==> config.mk <==
export PLATFORM = sky130hd
export DESIGN_NAME = dct_frame_sequencer
export DESIGN_NICKNAME = d
export VERILOG_FILES = /design/src/rtl/dct_frame_sequencer.sv
export SDC_FILE = /design/constraint.sdc
export NUM_CORES = 1
export LEC_CHECK = 0
export ABC_AREA = 1
export CAP_MARGIN = 15
export CORE_UTILIZATION = 55
export CTS_CLUSTER_SIZE = 16
export DETAILED_ROUTE_END_ITERATION = 8
export PLACE_DENSITY = 0.85
export SLEW_MARGIN = 20
export SYNTH_ARGS = -nofsm -noshare
export SYNTH_HDL_FRONTEND = slang
export SYNTH_SLANG_ARGS = --single-unit
==> constraint.sdc <==
create_clock -name clk -period 21 [get_ports clk]
set_input_delay 6.3 -clock clk [delete_from_list [all_inputs] [get_ports clk]]
set_output_delay 6.3 -clock clk [all_outputs]
set_load 0.03 [all_outputs]
==> src/rtl/dct_frame_sequencer.sv <==
// Frame sequencer for the 8-point DCT: gathers 8 samples, launches the core, waits its
// fixed latency, then streams the 8 coefficients out. Optional shadow buffer: DCT_SEQ_OVERLAP_EN.
module dct_frame_sequencer #(
    parameter int DATA_W       = 12,
    parameter int COEF_W       = 12,
    parameter int N            = 8,
    parameter int CORE_LATENCY = 2
) (
    input  logic                clk,
    input  logic                rst,
    input  logic                in_valid,
    input  logic [DATA_W-1:0]   in_data,
    output logic                in_ready,
    output logic [N*DATA_W-1:0] core_x,
    output logic                core_start,
    input  logic [N*COEF_W-1:0] core_z,
    output logic                out_valid,
    input  logic                out_ready,
    output logic [COEF_W-1:0]   out_data,
    output logic [2:0]          out_idx,
    output logic                out_last,
    output logic                frame_done
);
    typedef enum logic [1:0] {COLLECT, LAUNCH, WAIT, DRAIN} state_t;

    state_t                   state_q;
    logic [2:0]               wr_idx_q, rd_idx_q, out_idx_q;
    logic [7:0]               lat_cnt_q;
    logic                     in_ready_q, core_start_q, out_valid_q, out_last_q, frame_done_q;
    logic [N*DATA_W-1:0]      core_x_q;
    logic [COEF_W-1:0]        out_data_q;
    logic signed [DATA_W-1:0] samp_q [N];
    logic signed [COEF_W-1:0] coef_q [N];
    logic [N*DATA_W-1:0]      frame_w;
    logic                     in_hs, out_hs, out_end, capture;

    assign in_hs   = in_valid && in_ready_q;
    assign out_hs  = out_valid_q && out_ready;
    assign out_end = (state_q == DRAIN) && out_hs && (rd_idx_q == 3'd7);
    assign capture = ((state_q == LAUNCH) && (CORE_LATENCY == 0)) ||
                     ((state_q == WAIT) && (lat_cnt_q == 8'd0));

    // Collect buffer as it looks once the incoming sample lands in the last slot
    always_comb begin
        frame_w = '0;
        for (int i = 0; i < N; i++) frame_w[i*DATA_W +: DATA_W] = samp_q[i];
        frame_w[(N-1)*DATA_W +: DATA_W] = in_data;
    end

`ifdef DCT_SEQ_OVERLAP_EN
    logic signed [DATA_W-1:0] shad_q [N];
    logic [3:0]               shad_cnt_q, shad_cnt_w;
    logic                     shad_hs;
    logic [N*DATA_W-1:0]      shad_frame_w;

    assign shad_hs    = in_hs && (state_q != COLLECT);
    assign shad_cnt_w = shad_cnt_q + {3'd0, shad_hs};

    // Shadow contents including a sample accepted in this same cycle
    always_comb begin
        shad_frame_w = '0;
        for (int i = 0; i < N; i++)
            shad_frame_w[i*DATA_W +: DATA_W] =
                (shad_hs && (shad_cnt_q[2:0] == 3'(i))) ? in_data : shad_q[i];
    end
`endif

    always_ff @(posedge clk) begin
        if (rst) begin
            state_q      <= COLLECT;
            wr_idx_q     <= 3'd0;
            rd_idx_q     <= 3'd0;
            lat_cnt_q    <= 8'd0;
            in_ready_q   <= 1'b1;
            core_start_q <= 1'b0;
            core_x_q     <= '0;
            out_valid_q  <= 1'b0;
            out_data_q   <= '0;
            out_idx_q    <= 3'd0;
            out_last_q   <= 1'b0;
            frame_done_q <= 1'b0;
`ifdef DCT_SEQ_OVERLAP_EN
            shad_cnt_q   <= 4'd0;
`endif
        end else begin
            core_start_q <= 1'b0;
            frame_done_q <= 1'b0;
`ifdef DCT_SEQ_OVERLAP_EN
            if (shad_hs) begin
                shad_q[shad_cnt_q[2:0]] <= in_data;
                shad_cnt_q              <= shad_cnt_w;
                in_ready_q              <= (shad_cnt_w != 4'd8);
            end
`endif
            case (state_q)
                COLLECT: if (in_hs) begin
                    samp_q[wr_idx_q] <= in_data;
                    wr_idx_q         <= wr_idx_q + 3'd1;
                    if (wr_idx_q == 3'd7) begin
                        state_q      <= LAUNCH;
                        core_start_q <= 1'b1;
                        core_x_q     <= frame_w;
`ifndef DCT_SEQ_OVERLAP_EN
                        in_ready_q   <= 1'b0;
`endif
                    end
                end
                LAUNCH: if (CORE_LATENCY != 0) begin
                    lat_cnt_q <= 8'(CORE_LATENCY - 1);
                    state_q   <= WAIT;
                end
                WAIT: if (lat_cnt_q != 8'd0) lat_cnt_q <= lat_cnt_q - 8'd1;
                DRAIN: if (out_hs) begin
                    rd_idx_q   <= rd_idx_q + 3'd1;
                    out_data_q <= coef_q[rd_idx_q + 3'd1];
                    out_idx_q  <= rd_idx_q + 3'd1;
                    out_last_q <= (rd_idx_q == 3'd6);
                end
                default: state_q <= COLLECT;
            endcase

            if (capture) begin
                for (int i = 0; i < N; i++) coef_q[i] <= core_z[i*COEF_W +: COEF_W];
                state_q     <= DRAIN;
                out_valid_q <= 1'b1;
                out_data_q  <= core_z[COEF_W-1:0];
                out_idx_q   <= 3'd0;
                out_last_q  <= 1'b0;
            end

            if (out_end) begin
                out_valid_q  <= 1'b0;
                out_last_q   <= 1'b0;
                frame_done_q <= 1'b1;
                in_ready_q   <= 1'b1;
`ifdef DCT_SEQ_OVERLAP_EN
                shad_cnt_q   <= 4'd0;
                if (shad_cnt_w == 4'd8) begin
                    state_q      <= LAUNCH;
                    core_start_q <= 1'b1;
                    core_x_q     <= shad_frame_w;
                end else begin
                    // Partial shadow frame continues filling in COLLECT
                    state_q  <= COLLECT;
                    wr_idx_q <= shad_cnt_w[2:0];
                    for (int i = 0; i < N; i++) samp_q[i] <= shad_frame_w[i*DATA_W +: DATA_W];
                end
`else
                state_q      <= COLLECT;
`endif
            end
        end
    end

    assign in_ready   = in_ready_q;
    assign core_x     = core_x_q;
    assign core_start = core_start_q;
    assign out_valid  = out_valid_q;
    assign out_data   = out_data_q;
    assign out_idx    = out_idx_q;
    assign out_last   = out_last_q;
    assign frame_done = frame_done_q;
endmodule
==> impl_results.rst <==
.. list-table::
   :header-rows: 1

   * - Metric
     - Value
   * - CTS tree
     - done
   * - Layout cell share with drive strength beyond 1
     - 0.0587
   * - Sort of element at the end of the critical path
     - flip-flop
   * - Register clock-pin slew on the reported worst setup and hold paths
     - 60 ps
   * - Final number of hold-violating endpoints
     - 0
   * - Syn Area/Cell
     - 10.7 sq um
   * - Number of buffers inserted during clock tree synthesis
     - 30
   * - Std-Cell Core Area
     - 20200 sq um
   * - Top-level port count
     - 228
   * - Number of routed nets with antenna violations
     - 0
   * - Global-route total usage across every layer
     - 0.267
   * - Commonest cells in the synthesized netlist
     - nand2_1 (341), edfxtp_1 (180), dfxtp_1 (132)
   * - Endpoint required time on the critical path
     - 21460 ps
   * - Synth Area in Compound Gates
     - 0.0584
   * - H-tree lvl count
     - 1
   * - Post-synthesis adder-cell area fraction
     - 0.00772
   * - CTS Buffer Depth
     - 3
   * - Number of violations reported at the end of detailed-routing iteration 0
     - 908
   * - Total wire length
     - 28400 um
   * - Endpoint arrival time on the critical path
     - 9150 ps
   * - Sequential-to-total area share from yosys stat
     - 0.710
   * - Floorplan die height
     - 146 um
   * - Fraction of registers with async set or reset after synthesis
     - 0
   * - Average via count per standard cell
     - 5.46
   * - Cell taking the most area after synthesis
     - edfxtp_1
   * - Peak supply drop
     - 0.0711 mV
   * - Initial core utilization
     - 0.560
   * - Number of global-route vias before repair
     - 8235
   * - Time the final worst path needs with I/O delays and setup
     - 8690 ps
   * - Pin count of the biggest net entering global routing
     - 101
   * - Critical path class
     - input port to flip-flop
   * - Finish-stage setup viols
     - 0
   * - I/O Buffers
     - 227
   * - Synth Net Count
     - 1180
   * - Area Growth Syn to Fin
     - 30.8%
   * - Count of standard-cell rows
     - 52
   * - Setup Total Neg Slack
     - 0 ps
   * - Final worst path period share
     - 0.414
   * - Source-to-sink clock delay at the later pin of the worst-skew pair
     - 560 ps
   * - Buffer cell driving the clock tree root
     - clkbuf_16
   * - WL per Instance
     - 18.2 um
   * - Startpoint type of the worst setup path
     - input port
   * - TritonRoute pass-1 iters
     - 6
   * - Number of antenna violations at the first check in global routing
     - 0
   * - Total number of vias
     - 8547
   * - Post-CTS Setup Repair Bufs
     - 0
   * - Cell area power density
     - 84.7 nW/um^2
   * - Top fanout value on the critical path
     - 100
   * - Setup skew after layout
     - 16.6 ps
   * - Cts repair resizes
     - 0
   * - Proportion of netlist area held by the largest area contributor
     - 0.477
   * - DRC errors left
     - 0
   * - Final cell count without fillers
     - 1564
   * - Result of the run
     - complete, no violations
   * - Placed wire-length estimate after detailed placement
     - 17900 um
   * - Cell types with the largest area share after synthesis
     - edfxtp_1 (48%), dfxtp_1 (23%), nand2_1 (11%)
   * - Number of clock sinks
     - 312
   * - Post-placement cell count
     - 1507
   * - Overall overflow remaining after global route
     - 0
   * - Global-route wire length before repair
     - 43800 um
   * - Hold WC Path Type
     - flip-flop to flip-flop
   * - Routability cong.
     - 0.805
   * - Setup repair after global routing missed its margin
     - no
   * - Area of the multi-input gates
     - 2860 sq um
   * - Max-cap violations
     - 0
   * - Die ar.
     - 21200 sq um
   * - Transition time at the pin with the least slew margin
     - 1110 ps
   * - Hold Slack
     - 464 ps
   * - Synthesis warning total
     - 0
   * - Register area
     - 8050 sq um
   * - Antenna cells
     - 0
   * - Count of filler cells inserted in the layout
     - 1272
   * - Area share of xor/xnor cells in the synthesized design
     - 0
   * - CTS Hold Bufs
     - 0
   * - F_max
     - 0.115 GHz
   * - Synth Area in Simple Gates
     - 0.183
   * - Count of nets after finishing
     - 1389
   * - Post-synthesis sequential element count
     - 312
   * - Overall die width
     - 146 um
   * - Mux share of post-synthesis cell area
     - 0
   * - Combinational family with the most area after synthesis
     - simple AND/OR/NAND/NOR gates
   * - Worst-case headroom to the max-slew limit
     - 0.259
   * - Count of flip-flops with a built-in enable after synthesis
     - 180
   * - Syn Std Cell Area
     - 11300 sq um
   * - Number of unique standard cell types used by synthesis
     - 24
   * - Leak pwr
     - 5.21 nW
   * - Number of max-slew violations in the final report
     - 0
   * - Post-synthesis cell count
     - 1061
   * - Most frequent cell after synthesis
     - nand2_1
   * - Prevailing post-synth register cell
     - edfxtp_1
## cell families after synthesis
family                     Yosys count
adders and majority gates            7
buffers and inverters              109
AOI/OAI and AO/OA                  132
and+or+nand+nor                    501
DFF                                312
## metal layers
layer	track usage	vias to the layer above	wire length, um
met5	0	-	0
li1	-	3987	-
met3	0.0398	91	1970
met2	0.449	408	14000
met1	0.343	4061	11100
met4	0.127	0	1370
## sequential cells by signal, indices dropped and copies added, names as in the netlist
name        cells
coef_q         96
core_start      1
core_x         96
frame_done      1
in_ready        1
lat_cnt_q       8
out_data       12
out_idx         3
out_last        1
out_valid       1
rd_idx_q        3
samp_q         84
state_q         2
wr_idx_q        3
## stage by stage
stage	area (sq um)	utilization	total power [mW]	setup slack (ps)
floorplan	11300	-	0.680	9740
global placement	13800	0.680	0.710	11940
detailed placement	13800	0.680	0.711	11850
CTS	14800	0.732	1.26	12360
global route	14800	0.733	1.29	12080
finish	14800	0.733	1.26	12310
## power by group
group | switching [mW] | internal, mW
clock network | 0.232 | 0.326
registers | 0.00239 | 0.651
logic | 0.0223 | 0.0225
## cell usage in the layout (no fill, tap or decap)
cell and instances:
dfxtp_1 131, clkinv_2 7, a21oi_1 125, nor2_2 3, a31oi_1 1, o21ai_0 6, clkinv_1 2, clkdlybuf4s50_1 226
ha_1 7, clkinvlp_4 3, inv_2 2, bufinv_16 3, nand2_4 1, nor2_4 2, nor3_2 1, nor3_1 3
nand3_1 116, nor4_2 2, clkbuf_16 33, nand4_1 2, buf_4 10, nand2_1 341, clkinv_4 1, edfxtp_1 180
inv_1 47, dfxtp_2 1, nor4_1 1, nor2_1 27, or2_0 1, buf_16 1, clkbuf_8 1, inv_4 3
inv_8 1, nor3_4 1, clkbuf_1 2
## final timing paths
kind	slack [ps]	start	to	depth (start not counted)
min reg2reg	460	core_x[28]	core_x[28]	2
min	460	core_x[28]	core_x[28]	2
max reg2reg	16840	rd_idx_q[0]	out_data[11]	9
max	12310	in_valid	core_x[80]	8
## cell type report
class / instances / share of cell area
Sequential cell: 312 / 0.543
Clock buffer: 36 / 0.0571
Clock inverter: 20 / 0.0131
Multi-Input combinational cell: 640 / 0.193
Inverter: 49 / 0.0124
Tap cell: 270 / 0.0228
Timing Repair Buffer: 237 / 0.159
## critical path, cell delays in order
cell and delay, ps:
clkdlybuf4s50_1 510, nand2_1 100, nor3_4 230, nand2_4 590, inv_2 170, buf_4 740, nand2_1 160, a21oi_1 240
Note: power is estimated with default switching activity, not from simulation.
